**config.mk**
```make
export PLATFORM = sky130hd
export DESIGN_NAME = sseg_scan_decoder
export DESIGN_NICKNAME = d
export VERILOG_FILES = /design/src/rtl/sseg_pkg.sv /design/src/rtl/sseg_pattern_decode.sv /design/src/rtl/sseg_scan_decoder.sv
export SDC_FILE = /design/constraint.sdc
export NUM_CORES = 1
export LEC_CHECK = 0
export CORE_MARGIN = 2
export CORE_UTILIZATION = 40
export CTS_BUF_LIST = sky130_fd_sc_hd__clkbuf_8 sky130_fd_sc_hd__clkbuf_16
export DETAILED_ROUTE_END_ITERATION = 7
export DONT_BUFFER_PORTS = 1
export GPL_TIMING_DRIVEN = 0
export PLACE_DENSITY = 0.55
export SLEW_MARGIN = 10
export SYNTH_ARGS = -nofsm -noshare
export SYNTH_HDL_FRONTEND = slang
export SYNTH_SLANG_ARGS = --single-unit
export TNS_END_PERCENT = 50
```
**constraint.sdc**
```tcl
create_clock -name clk -period 3.7 [get_ports clk]
set_input_delay 0.555 -clock clk [delete_from_list [all_inputs] [get_ports clk]]
set_output_delay 0.555 -clock clk [all_outputs]
set_load 0.02 [all_outputs]
```
**src/rtl/sseg_pkg.sv**
```systemverilog
// Shared constants for the 7-segment scan decoder: segment codes, FSM states.
// Hex letters (SEG_A..SEG_F) are only decoded when SSEG_HEX_EN is defined.
package sseg_pkg;

   // Active-low gfedcba codes
   localparam logic [6:0] SEG_0     = 7'b1000000;
   localparam logic [6:0] SEG_1     = 7'b1111001;
   localparam logic [6:0] SEG_2     = 7'b0100100;
   localparam logic [6:0] SEG_3     = 7'b0110000;
   localparam logic [6:0] SEG_4     = 7'b0011001;
   localparam logic [6:0] SEG_5     = 7'b0010010;
   localparam logic [6:0] SEG_6     = 7'b0000010;
   localparam logic [6:0] SEG_7     = 7'b1111000;
   localparam logic [6:0] SEG_8     = 7'b0000000;
   localparam logic [6:0] SEG_9     = 7'b0010000;
   localparam logic [6:0] SEG_A     = 7'b0001000;
   localparam logic [6:0] SEG_B     = 7'b0000011;
   localparam logic [6:0] SEG_C     = 7'b1000110;
   localparam logic [6:0] SEG_D     = 7'b0100001;
   localparam logic [6:0] SEG_E     = 7'b0000110;
   localparam logic [6:0] SEG_F     = 7'b0001110;
   localparam logic [6:0] SEG_BLANK = 7'b1111111;

   typedef enum logic [1:0] {
      ST_IDLE,
      ST_SETTLE,
      ST_HOLD
   } state_e;

   function automatic int idx_w(input int n);
      return (n > 1) ? $clog2(n) : 1;
   endfunction

endpackage

```
**src/rtl/sseg_pattern_decode.sv**
```systemverilog
// Combinational segment pattern -> {hit, blank, val} lookup.
// SSEG_HEX_EN adds the A..F letter patterns; otherwise they are unknown.
module sseg_pattern_decode
   import sseg_pkg::*;
(
   input  logic [6:0] seg,
   output logic       hit,
   output logic       blank,
   output logic [3:0] val
);

   always_comb begin
      hit   = 1'b1;
      blank = 1'b0;
      val   = 4'h0;
      case (seg)
         SEG_0: val = 4'h0;
         SEG_1: val = 4'h1;
         SEG_2: val = 4'h2;
         SEG_3: val = 4'h3;
         SEG_4: val = 4'h4;
         SEG_5: val = 4'h5;
         SEG_6: val = 4'h6;
         SEG_7: val = 4'h7;
         SEG_8: val = 4'h8;
         SEG_9: val = 4'h9;
`ifdef SSEG_HEX_EN
         SEG_A: val = 4'hA;
         SEG_B: val = 4'hB;
         SEG_C: val = 4'hC;
         SEG_D: val = 4'hD;
         SEG_E: val = 4'hE;
         SEG_F: val = 4'hF;
`else
         SEG_A, SEG_B, SEG_C,
         SEG_D, SEG_E, SEG_F: hit = 1'b0;
`endif
         SEG_BLANK: begin
            hit   = 1'b0;
            blank = 1'b1;
         end
         default: hit = 1'b0;
      endcase
   end

endmodule

```
**src/rtl/sseg_scan_decoder.sv**
```systemverilog
// Monitors a multiplexed 7-seg bus and rebuilds each digit after a settle window.
// Optional hex letter decode is enabled with SSEG_HEX_EN.
module sseg_scan_decoder
   import sseg_pkg::*;
#(
   parameter int DIGITS        = 4,
   parameter int STABLE_CYCLES = 16
) (
   input  logic                  clk,
   input  logic                  rst,
   input  logic [DIGITS-1:0]     an,
   input  logic [6:0]            seg,
   input  logic                  err_clr,
   output logic [4*DIGITS-1:0]   digits_out,
   output logic [DIGITS-1:0]     digit_valid,
   output logic [DIGITS-1:0]     digit_blank,
   output logic                  frame_done,
   output logic                  err
);

   localparam int IW = idx_w(DIGITS);
   localparam int CW = idx_w(STABLE_CYCLES);
   localparam logic [CW-1:0] CNT_MAX = CW'(STABLE_CYCLES - 1);

   logic [DIGITS-1:0]   s_an_q, s_an_d;
   logic [6:0]          s_seg_q, s_seg_d;
   logic [CW-1:0]       cnt_q, cnt_d;
   state_e              state_q, state_d;
   logic [4*DIGITS-1:0] digits_q, digits_d;
   logic [DIGITS-1:0]   valid_q, valid_d;
   logic [DIGITS-1:0]   blank_q, blank_d;
   logic [DIGITS-1:0]   mask_q, mask_d;
   logic                frame_q, frame_d;
   logic                err_q, err_d;

   logic          dec_hit, dec_blank;
   logic [3:0]    dec_val;
   logic [IW-1:0] idx;
   logic          all_high, one_low, capture, new_err;

   sseg_pattern_decode u_dec (
      .seg   (s_seg_q),
      .hit   (dec_hit),
      .blank (dec_blank),
      .val   (dec_val)
   );

   assign all_high = &s_an_q;
   assign one_low  = $onehot(~s_an_q);

   always_comb begin
      idx = '0;
      for (int i = 0; i < DIGITS; i++)
         if (!s_an_q[i]) idx = IW'(i);
   end

   always_comb begin
      s_an_d  = an;
      s_seg_d = seg;
      if ((an == s_an_q) && (seg == s_seg_q))
         cnt_d = (cnt_q == CNT_MAX) ? cnt_q : cnt_q + 1'b1;
      else
         cnt_d = '0;

      // cnt_q==0 marks a freshly changed sample: restart the dwell
      state_d = state_q;
      capture = 1'b0;
      if (all_high) begin
         state_d = ST_IDLE;
      end else if (cnt_q == '0) begin
         state_d = ST_SETTLE;
      end else begin
         unique case (state_q)
            ST_IDLE:   state_d = ST_SETTLE;
            ST_SETTLE: begin
               if (cnt_q == CNT_MAX) begin
                  state_d = ST_HOLD;
                  capture = 1'b1;
               end
            end
            ST_HOLD:   state_d = ST_HOLD;
            default:   state_d = ST_IDLE;
         endcase
      end
   end

   always_comb begin
      digits_d = digits_q;
      valid_d  = valid_q;
      blank_d  = blank_q;
      mask_d   = mask_q;
      frame_d  = 1'b0;
      new_err  = 1'b0;
      if (capture) begin
         if (!one_low) begin
            new_err = 1'b1;
         end else if (dec_blank) begin
            valid_d[idx] = 1'b1;
            blank_d[idx] = 1'b1;
            mask_d[idx]  = 1'b1;
         end else if (dec_hit) begin
            digits_d[4*int'(idx) +: 4] = dec_val;
            valid_d[idx] = 1'b1;
            blank_d[idx] = 1'b0;
            mask_d[idx]  = 1'b1;
         end else begin
            new_err = 1'b1;
         end
      end
      if (&mask_d) begin
         frame_d = 1'b1;
         mask_d  = '0;
      end
      // A fresh error outranks a simultaneous clear
      err_d = new_err ? 1'b1 : (err_q & ~err_clr);
   end

   always_ff @(posedge clk) begin
      if (rst) begin
         s_an_q   <= '1;
         s_seg_q  <= SEG_BLANK;
         cnt_q    <= '0;
         state_q  <= ST_IDLE;
         digits_q <= '0;
         valid_q  <= '0;
         blank_q  <= '0;
         mask_q   <= '0;
         frame_q  <= 1'b0;
         err_q    <= 1'b0;
      end else begin
         s_an_q   <= s_an_d;
         s_seg_q  <= s_seg_d;
         cnt_q    <= cnt_d;
         state_q  <= state_d;
         digits_q <= digits_d;
         valid_q  <= valid_d;
         blank_q  <= blank_d;
         mask_q   <= mask_d;
         frame_q  <= frame_d;
         err_q    <= err_d;
      end
   end

   assign digits_out  = digits_q;
   assign digit_valid = valid_q;
   assign digit_blank = blank_q;
   assign frame_done  = frame_q;
   assign err         = err_q;

endmodule

```
; After elaboration in Yosys (flattened, before gate mapping)
; Index checks and enable logic that the tools add are counted.
[word_totals]
regBits = 47
input_bits = 14
out_inout_bits = 26
word_cells = 93
[op_classes]
addsub = 5
order_cmp = 2
n_eq_ne = 18
n_shift = 2
n_mux = 30
bitwise_logic = 10
n_reduce_logical = 15
[ops]
columns = operator, n
row1 = 4-bit one-hot mux with 9 select lines, 1
row2 = 4-bit negator with 33-bit output, 1
row3 = "4-bit by 33-bit variable shift with 16-bit output, first input constant", 1
row4 = 4-bit by 33-bit variable part select with 16-bit output, 1
row5 = 4-bit two-way mux, 8
row6 = "7-bit equality test, second input constant", 4
row7 = "7-bit by 5-bit equality test with 1-bit output, second input constant", 3
row8 = 16-bit bitwise mux, 1
row9 = 1-bit two-way mux, 15
row10 = "7-bit by 6-bit equality test with 1-bit output, second input constant", 2
row11 = 4-bit bitwise OR, 3
row12 = 4-bit AND reduction, 3
row13 = 10-bit OR reduction, 1
row14 = 4-bit inverter, 2
row15 = "7-bit by 2-bit equality test with 1-bit output, second input constant", 1
row16 = 7-bit equality test, 1
row17 = 7-bit logical NOT, 1
row18 = 2-bit two-way mux, 3
row19 = 2-bit one-hot mux with 3 select lines, 1
row20 = 2-bit OR reduction, 3
row21 = 1-bit by 1-bit adder with 2-bit output, 2
row22 = "4-bit by 1-bit adder with 4-bit output, second input constant", 1
row23 = 4-bit AND, 1
row24 = 4-bit equality test, 1
row25 = other kinds (18), 21

; Longest topological paths before layout
; Gate-level depths: netlist (run 1).
[logic_depth]
word_depth = 14
ltp_mapped = 10
mapped_depth_nobuf = 10

; By module
; From an unflattened synthesis (run 1), not the netlist that was laid out.
[hier_totals]
cells_unflattened = 274
area_unflattened_um2 = 2414.8
[by_module_without_submodules]
columns = module, n_inst, cells_each, area_each_um2, seq_area_each_um2
row1 = sseg_scan_decoder, 1, 247, 2242.2, 940.9
row2 = sseg_pattern_decode, 1, 27, 172.7, 0.0

; Least setup slack after synthesis (run 1)
; OpenSTA, ideal clock, no wires.
[synth_path]
path_type = register to register
from = register s_an_q[0]
to = register digits_q[0], in the netlist digits_out[0]
arrival_ps = 2812
required_ps = 3581
slack_ps = 770
stages_incl_launch_ff = 11
synth_period_minus_slack_ps = 2930
cell_sequence = dfxtp_1 fa_1 inv_1 ha_1 ha_1 or3b_1 nor4b_4 nand2_1 a21oi_4 nand2_4 mux2i_1
[synth_via]
elab_chain_len = 5
word_cells_on_any_way = 7
cone_classes = 2 x add/sub / 1 x eq/ne / 1 x mux / 1 x bitwise / 2 x reduce/logical
[synth_rtl]
columns = element, line
row1 = start: declaration, sseg_scan_decoder.sv:25  ; logic [DIGITS-1:0] s_an_q, s_an_d;
row2 = start signal: assignment, sseg_scan_decoder.sv:131  ; s_an_q <= s_an_d;
row3 = 4-bit inverter, sseg_scan_decoder.sv:49  ; assign one_low = $onehot(~s_an_q);
row4 = 1-bit by 1-bit adder with 2-bit output (not written as such), sseg_scan_decoder.sv:49
row5 = 2-bit by 2-bit adder with 3-bit output (not written as such), sseg_scan_decoder.sv:49
row6 = 3-bit by 1-bit equality test with 1-bit output, sseg_scan_decoder.sv:49
row7 = 4-bit AND reduction (no line) (*), -
row8 = end signal: assignment, sseg_scan_decoder.sv:135  ; digits_q <= digits_d;
row9 = end: declaration, sseg_scan_decoder.sv:29  ; logic [4*DIGITS-1:0] digits_q, digits_d;
; Mark *: on every way between the ends. The rest lies on a longest branch, timed or not.
; A chain may end at the register's enable or synchronous reset.

==> run metrics, run 1 <==
Cells after Synth=273; global-route wire length before repair=8.618 mm; top cells by area, synth=dfxtp_1, ha_1, mux2i_1; Final Max Tran Viols=0; FMAX=0.3087 GHz; Int Power=746.9 uW; placed instance area=0.002608 mm^2; hpwl dp=3.803 mm; Die H=83.27 um; number of flops mapped to enable cells by yosys=0; top-count cell post-synth=dfxtp_1; Crit Path Class=reg2reg; Post-DRT Antenna Nets=0; RSZ-0062 raised after global routing=false; share of the synthesized area in the top cell type=0.3743; clock tree sinks=47; mapped cell area=0.002514 mm^2; fin util=0.4524; Net Count, Synth=303; post_cts resized=0; final non-filler cell total=355; Logic pwr share=0.102; vias in the first global route=1,812; largest net degree at the start of global routing=14; CP Launch Type=flop; GP Congestion=0.7836; sequential share of power=0.530; leak pwr=1.142 nW; area growth from synthesis to layout=7.815%; wire per inst=14.24 um; Hold Fails Final Rpt=0; Final period util=0.8756; Psw=232.0 uW; fin area=0.002710 mm^2; ys async rst share=0; depth of the worst hold-timing path=1; Final min period=3.240 ns; Setup Viol. Count Final=0; Max H-tree Level=2; gr usage total=0.1492; # diodes=0; worst relative slew slack=0.5316; register area share after synthesis=0.3743; PnR Total Power=978.8 uW; drt first-iter violations=93; layout cells sized above 1=0.1571; Slew @ Worst Pin=0.6928 ns; clock buffer count from CTS=5; Clock Power Share=0.368; Levels on crit path=9; outcome=finished clean; critical path's top delay family=simple AND/OR/NAND/NOR gates; Reg2Reg Depth=9; Post-synth top flop=dfxtp_1; fillers=585; FF+latch area=940.9 um^2; starting density of the core=0.4196; CTS Root Cell=clkbuf_8; switch share=0.2370; Yosys top cell by area=dfxtp_1; FP Rows=28; Clock Latency Late Sink=0.30 ns; initial antenna violation count=0; Distinct cells, synth=54; GR Overflow Total=0; Synthesis Warnings=0; WP data required=3.92 ns; Initial DRT Pass Iterations=4; MaxCap Viol Count=0; Fin Hold WS=0.3477 ns; cts hold-fix bufs=0; post-placement worst setup slack=0.5010 ns; flops & latches, synth=47; chip width=83.27 um; PD cells=361.2 mW/mm^2; Via density=5.223; worst path bufs/invs=2; Slowest-stage cell, CP=fa_1; WL final=5.054 mm; DRC Markers=0; CTS tree=yes; CTS Buffer Depth=2; Core Area=0.005991 mm^2; area of the multi-input gates=0.001434 mm^2; PortBufs=0; Crit. End Element=flop; Nets=310; Top cell by count, worst path=ha_1; Hold Path Class=in2reg; slowest stage delay, CP=0.54 ns; setup TNS=0 ns; CP cell instances=fa_1 -> inv_1 -> ha_1 -> ha_1 -> or3b_1 -> nor4b_4 -> clkbuf_1 -> nand3_1 -> a221oi_2; Setup Skew=0.009126 ns; setup bufs post-CTS=0; CP max FO=10; Die ar.=0.006934 mm^2; most common library cells after synthesis=dfxtp_1, nand2_1, mux2i_1, nor2_1, ha_1; final setup margin=0.4602 ns; CTS clk-pin slew, worst paths=0.08 ns; arrival time worst endpoint=3.46 ns; via count=1,854; Avg Synthesized Cell Area=9.208 um^2; # IOs=40; post-placement cell count=348; Max IR drop VDD=167.7 uV
==> layout by cell type (no fill, tap or decap), drive strengths merged, types with 2 or more instances in the layout <==
| cell type | n |
|---|---|
| nand2 | 49 |
| dfxtp | 47 |
| nor2 | 17 |
| mux2i | 17 |
| ha | 15 |
| inv | 13 |
| xor2 | 12 |
| or2 | 11 |
| a31oi | 11 |
| clkbuf | 9 |
| a21oi | 8 |
| buf | 8 |
| nor3 | 7 |
| nand3 | 7 |
| nor4 | 6 |
| a211oi | 5 |
| o21ai | 4 |
| nor4b | 3 |
| o21a | 2 |
| a221oi | 2 |
| and2 | 2 |
| o221a | 2 |
| or3b | 2 |
| nor3b | 2 |
==> power by group through the flow <==
stage          logic (mW)  registers [mW]  clock network (mW)
6_report           0.0995           0.519               0.360
5_1_grt             0.114           0.520               0.390
4_1_cts             0.101           0.519               0.375
3_5_place_dp        0.100           0.531                   0
3_3_place_gp       0.0986           0.531                   0
2_1_floorplan      0.0804           0.530                   0
==> area by class of cell <==
type                    instances  share of cell area
multi-input cells             200              0.5291
flip-flops and latches         47              0.3472
well taps                      75             0.03463
plain buffers                  13             0.03324
clock buffers                   5             0.02539
inverters                      13             0.01801
clock inverters                 2             0.01247
==> registers in the layout, indices dropped and copies added (netlist names), named ones only <==
| signal | count |
|---|---|
| cnt_q | 4 |
| s_seg_q | 7 |
| s_an_q | 4 |
| state_q | 2 |
| frame_done | 1 |
| digits_out | 16 |
| digit_valid | 4 |
| err | 1 |
| mask_q | 4 |
==> path summary, 6_finish.rpt <==
| check | from | to | slack (ns) |
|---|---|---|---|
| hold reg to reg | state_q[0]$_SDFFE_PP0P_ | state_q[0]$_SDFFE_PP0P_ | 0.54 |
| hold / removal | err_clr | err$_SDFF_PP0_ | 0.35 |
| setup / recovery | s_an_q[0]$_SDFF_PP1_ | flop | 0.46 |
| setup reg to reg | s_an_q[0]$_SDFF_PP1_ | flop | 0.46 |
==> routing by layer <==
metal / GRT usage / part of all wire / up-vias / routed length [um]
met4: 0.03726 / 0.0077 / 0 / 39
met1: 0.1976 / 0.49 / 849 / 2455
met5: 0 / 0 / - / 0
met2: 0.2353 / 0.45 / 42 / 2287
met3: 0.04771 / 0.054 / 4 / 271
li1: - / - / 959 / -
==> kinds of logic after synthesis <==
family,Yosys count,synth area share
mux,17,0.06769
xor+xnor,13,0.04530
simple gates,115,0.2573
fa+ha+maj,16,0.08263
buf+inv,26,0.05524
compound gates,39,0.1175
flops,47,0.3743
==> worst register-to-register path: cells and delay by family (launching register included) <==
kind,cells,cell delay [ns]
buffers and inverters,2,0.47
AO/OA/AOI/OAI,1,0.24
AND/OR/NAND/NOR,3,1.13
adder cells (fa/ha/maj),3,0.97
flip-flops,1,0.35
(Power assumes the default switching activity.)
==> inputs of run 2 (changes only) <==
CELL_PAD_IN_SITES_DETAIL_PLACEMENT = 1   (was unset)
CELL_PAD_IN_SITES_GLOBAL_PLACEMENT = 1   (was unset)
PLACE_DENSITY = 0.69   (was 0.55)
==> run 2 against run 1 <==
Compared with the run above: final cell count grew 0.28%; worst setup slack worse by 0.057 ns; hold slack better by 0.0010 ns; critical path depth increased by 1; first-iteration DRC count fell by 71%; routed wire length rose by 8.6%; global-route usage is 1.3 points higher; via count increased by 3.0%; sequential share of layout area rose by 0.23 points.
==> run metrics, run 2 (synthesized netlist as in run 1, its figures left out) <==
MaxCap Viol Count=0 (unchanged); Post-DRT Antenna Nets=0 (unchanged); post_cts resized=0 (unchanged); starting density of the core=0.4196 (unchanged); WL final=5.491 mm (+8.6%); Core Area=0.005991 mm^2 (unchanged); PD cells=342.7 mW/mm^2 (-5.1%); CP max FO=8 (-2); Final min period=3.297 ns (+0.05748 ns); worst relative slew slack=0.5393 (+0.007663); CTS clk-pin slew, worst paths=0.08 ns (about the same); final setup margin=0.4027 ns (-0.05748 ns); layout cells sized above 1=0.1601 (+0.002999); Hold Path Class=in2reg; chip width=83.27 um (unchanged); Crit. End Element=flop; leak pwr=1.132 nW (-0.88%); clock buffer count from CTS=5 (unchanged); Critical Path End=digits_out[7]$_SDFFE_PP0P_; GR Overflow Total=0 (unchanged); Final Max Tran Viols=0 (unchanged); CP Launch Type=flop; Crit Path Class=reg2reg; outcome=finished clean; CP Launch Point=s_an_q[0]$_SDFF_PP1_; slowest stage delay, CP=0.54 ns (about the same); setup bufs post-CTS=0 (unchanged); setup TNS=0 ns (unchanged); PnR Total Power=922.7 uW (-5.7%); clock tree sinks=47 (unchanged); Setup Viol. Count Final=0 (unchanged); Via density=5.362 (+2.7%); critical path's top delay family=simple AND/OR/NAND/NOR gates; via count=1,909 (+3.0%); Hold Fails Final Rpt=0 (unchanged); area growth from synthesis to layout=7.118%; WP data required=3.89 ns (-0.03 ns); CTS tree=yes; Largest register FFs=16 (unchanged); worst path bufs/invs=1 (-1); Clock Latency Late Sink=0.30 ns (about the same); DRC Markers=0 (unchanged); initial antenna violation count=0 (unchanged); CTS Root Cell=clkbuf_8; fillers=717 (+23%); worst r2r dst=digits_out[7]$_SDFFE_PP0P_; hpwl dp=4.178 mm (+9.9%); Die ar.=0.006934 mm^2 (unchanged); gr usage total=0.1621 (+0.01294); CTS Buffer Depth=2 (unchanged); Levels on crit path=10 (+1); cts hold-fix bufs=0 (unchanged); drt first-iter violations=27 (-71%); largest net degree at the start of global routing=15 (+1); Slew @ Worst Pin=0.6847 ns (-0.008048 ns); PortBufs=0 (unchanged); Max IR drop VDD=177.3 uV (+5.7%); post-placement worst setup slack=0.3767 ns (-0.1243 ns); Slowest-stage cell, CP=fa_1; # diodes=0 (unchanged); vias in the first global route=2,001 (+10%); Initial DRT Pass Iterations=4 (unchanged); Max H-tree Level=2 (unchanged); CP cell instances=fa_1 -> inv_1 -> ha_1 -> ha_1 -> or3b_1 -> nor4b_4 -> nand2_1 -> a21oi_4 -> nand2_4 -> mux2i_1; commonest non-fill, non-tap cells in the layout=dfxtp_1, nand2_1, nor2_1, mux2i_1, ha_1; GP Congestion=0.7652 (-2.3%); # IOs=40 (unchanged); RSZ-0062 raised after global routing=false; Die H=83.27 um (unchanged); Setup Skew=0.005988 ns (-0.003138 ns); Critical R2R Launch=s_an_q[0]$_SDFF_PP1_; Nets=310 (unchanged); arrival time worst endpoint=3.48 ns (+0.02 ns); global-route wire length before repair=9.287 mm (+7.8%); r2r setup slk=0.40 ns (-0.06 ns); Top cell by count, worst path=ha_1; commonest non-fill, non-tap cell in the layout=dfxtp_1; FMAX=0.3033 GHz (-1.7%); Reg2Reg Depth=10 (+1); Final period util=0.8912 (+0.01554); FP Rows=28 (unchanged); wire per inst=15.42 um (+8.3%)
==> run 2: power by group <==
part           internal [mW]  switching, mW
Clock                  0.130          0.173
Combinational         0.0391         0.0621
Sequential             0.513        0.00649
==> run 2: how the worst min path moves through the flow <==
stage	slack, ns	endpoint	start	cells past startpoint
2_1_floorplan	0.49	state_q[0]$_SDFFE_PP0P_	state_q[0]$_SDFFE_PP0P_	2
3_3_place_gp	0.51	state_q[0]$_SDFFE_PP0P_	state_q[0]$_SDFFE_PP0P_	2
3_5_place_dp	0.53	state_q[0]$_SDFFE_PP0P_	state_q[0]$_SDFFE_PP0P_	2
4_1_cts	0.33	err$_SDFF_PP0_	err_clr	1
5_1_grt	0.33	err$_SDFF_PP0_	err_clr	1
6_report	0.35	err$_SDFF_PP0_	err_clr	1
==> run 2: metal layers <==
layer	GRT usage	wire, um	vias up
met3	0.04374	251	4
met5	0	0	-
met2	0.2779	2611	38
met1	0.2016	2586	911
met4	0.04024	42	0
li1	-	-	956
==> run 2: layout make-up <==
class	instances	area (um^2)	share of cell area
buffer	13	90.09	0.03346
clock buffer	5	68.82	0.02556
clock inverter	3	16.27	0.006041
inverter	13	48.80	0.01812
multi-input combinational	200	1434	0.5325
sequential	47	940.9	0.3494
tap	75	93.84	0.03485
==> run 2: per-stage QoR <==
stage | hold WS, ns | utilization | cells | cell area, um^2
3_5_place_dp | 0.5291 | 0.4353 | 348 | 2608
6_report | 0.3488 | 0.4495 | 356 | 2693
2_1_floorplan | 0.4917 | - | 273 | 2514
4_1_cts | 0.3310 | 0.4495 | 356 | 2693
3_3_place_gp | 0.5140 | 0.4353 | 348 | 2608
5_1_grt | 0.3265 | 0.4495 | 356 | 2693
==> inputs of run 3 (changes only) <==
ABC_AREA = 1   (was unset)
PLACE_DENSITY = 0.71   (was 0.69)
==> run 3 against run 2 <==
Compared with the run above: sequential share of layout area up 2.1 points; synthesized cell count increased by 15%; total power up 3.2%; clock skew up 0.0047 ns; critical path type unchanged; critical endpoint is now digits_out[1]$_SDFFE_PP0P_; highest routed layer unchanged.
==> run metrics, run 3 <==
outcome=finished clean; chip width=80.63 um (-3.2%); WP data required=3.93 ns (+0.04 ns); GP Congestion=0.7728 (+0.99%); wire per inst=14.59 um (-5.4%); MaxCap Viol Count=0 (unchanged); GR Overflow Total=0 (unchanged); Post-DRT Antenna Nets=0 (unchanged); WL final=5.748 mm (+4.7%); worst relative slew slack=0.6124 (+0.07312); global-route wire length before repair=9.480 mm (+2.1%); most common library cells after synthesis=nand2_1, inv_1, dfxtp_1; vias in the first global route=1,992 (-0.45%); Yosys top cell by area=dfxtp_1; Nets=351 (+13%); Setup Skew=0.01066 ns (+0.004669 ns); FP Rows=27 (-3.6%); mapped cell area=0.002349 mm^2 (-6.6%); DRC Markers=0 (unchanged); Crit. End Element=flop; hpwl dp=4.548 mm (+8.9%); cts hold-fix bufs=0 (unchanged); starting density of the core=0.4213 (+0.001734); largest net degree at the start of global routing=15 (unchanged); Die H=80.63 um (-3.2%); layout cells sized above 1=0.09006 (-0.07008); met3 usage in global routing=0.04607 (+0.002330); Max H-tree Level=2 (unchanged); r2r setup slk=0.84 ns (+0.44 ns); setup bufs post-CTS=0 (unchanged); fin util=0.4561 (+0.006660); # diodes=0 (unchanged); number of flops mapped to enable cells by yosys=0 (unchanged); Global Route met2 Usage=0.3150 (+0.03714); Slew @ Worst Pin=0.5814 ns (-0.1034 ns); top-count cell post-synth=nand2_1; CTS Buffer Depth=2 (unchanged); Fin Hold WS=0.3543 ns (+0.005477 ns); Largest register FFs=16 (unchanged); CP max FO=13 (+5); Distinct cells, synth=29 (-46%); Setup Viol. Count Final=0 (unchanged); Avg Synthesized Cell Area=7.479 um^2 (-19%); CP cell instances=inv_1 -> o21ai_0 -> clkbuf_1 -> inv_1 -> ha_1 -> inv_1 -> nor3_1 -> nand2_2 -> o21a_1 -> nor2_1; CTS tree=yes; RSZ-0062 raised after global routing=false; initial antenna violation count=0 (unchanged); via count=1,987 (+4.1%); leak pwr=1.083 nW (-4.4%); Cells after Synth=314 (+15%); PortBufs=0 (unchanged); share of the synthesized area in the top cell type=0.4006 (+0.02632); Final min period=2.856 ns (-0.4414 ns); post_cts resized=0 (unchanged); Slowest-stage cell, CP=clkbuf_1; Post-synth top flop=dfxtp_1; Core Area=0.005574 mm^2 (-7.0%); clock buffer count from CTS=5 (unchanged); clock tree sinks=47 (unchanged); Synthesis Warnings=0 (unchanged); Hold Fails Final Rpt=0 (unchanged); ys async rst share=0 (unchanged); commonest non-fill, non-tap cell in the layout=nand2_1; setup TNS=0 ns (unchanged); PD cells=374.5 mW/mm^2 (+9.3%); Final period util=0.7718 (-0.1193); drt first-iter violations=78 (+190%); CP Launch Type=flop; gr usage total=0.1899 (+0.02778); flops & latches, synth=47 (unchanged); CTS clk-pin slew, worst paths=0.09 ns (about the same); Hold Path Class=in2reg; # IOs=40 (unchanged); top cells by area, synth=dfxtp_1, nand2_1, ha_1; final non-filler cell total=394 (+11%); commonest non-fill, non-tap cells in the layout=nand2_1, inv_1, dfxtp_1; Initial DRT Pass Iterations=4 (unchanged); Net Count, Synth=344 (+14%); area growth from synthesis to layout=8.258%; slowest stage delay, CP=0.50 ns (-0.04 ns); arrival time worst endpoint=3.09 ns (-0.39 ns); post-placement cell count=386 (+11%); Final Max Tran Viols=0 (unchanged); met1 GRT Util=0.2457 (+0.04409); Crit Path Class=reg2reg; register area share after synthesis=0.4006 (+0.02632); CTS Root Cell=clkbuf_8; Via density=5.043 (-6.0%); FMAX=0.3502 GHz (+15%); Top cell by count, worst path=inv_1; Clock Latency Late Sink=0.30 ns (about the same); Die ar.=0.006500 mm^2 (-6.3%); Max IR drop VDD=170.5 uV (-3.8%); busiest layer in global routing=met2
run 3: cell count changes after synthesis, sizes merged, moves of 5 or more:
cell,change
nand2,+11
nand3,+17
a21oi,+23
nor2,+18
mux2i,-17
nand4,+8
buf,-7
a31oi,-11
xor2,-8
a211oi,-5
inv,+38
run 3: routing by layer:
layer  vias up  wire length [um]  part of all wire
li1       1025                 -                 -
met1       930              2721              0.47
met2        26              2749              0.48
met3         6               214             0.037
met4         0                62             0.011
met5         -                 0                 0
run 3: layout make-up:
cell class,instances,area [um^2]
Buffer,5,20.02
Clock buffer,7,96.34
Clock inverter,1,7.507
Fill cell,725,3032
Inverter,50,187.7
Multi-Input combinational cell,212,1200
Sequential cell,47,940.9
Tap cell,72,90.09
run 3: final timing paths:
path                           start                          to  cells after the start
min                           seg[6]       s_seg_q[6]$_SDFF_PP1_                      1
min reg2reg  state_q[0]$_SDFFE_PP0P_     state_q[0]$_SDFFE_PP0P_                      2
max reg2reg     s_an_q[2]$_SDFF_PP1_  digits_out[1]$_SDFFE_PP0P_                     10
max             s_an_q[2]$_SDFF_PP1_  digits_out[1]$_SDFFE_PP0P_                     10
run 3: cells by family after synthesis:
family	share of synthesized area
buffers and inverters	0.08844
AO/OA/AOI/OAI	0.1039
flip-flops	0.4006
adder cells (fa/ha/maj)	0.08844
AND/OR/NAND/NOR	0.3037
XOR/XNOR	0.01492
run 3: where the power goes:
part / switching (mW) / total (mW) / internal [mW] / leakage, nW
Sequential: 0.0100 / 0.523 / 0.513 / 0.382
Clock: 0.173 / 0.344 / 0.170 / 0.0505
Combinational: 0.0597 / 0.0858 / 0.0260 / 0.650
run 3: worst max-delay path: cells and delay by family, from the launching register on:
family	cells	cell delay (ns)
buf+inv	4	0.95
simple gates	3	0.58
compound gates	2	0.46
fa+ha+maj	1	0.46
flops	1	0.35
run 3: stage by stage:
step | power [mW] | setup WS (ns) | instance area [um^2]
2_1_floorplan | 0.5970 | 1.236 | 2349
3_3_place_gp | 0.6159 | 0.9139 | 2439
3_5_place_dp | 0.6195 | 0.8710 | 2439
4_1_cts | 0.9692 | 0.8323 | 2542
5_1_grt | 1.005 | 0.5650 | 2542
6_report | 0.9521 | 0.8442 | 2542
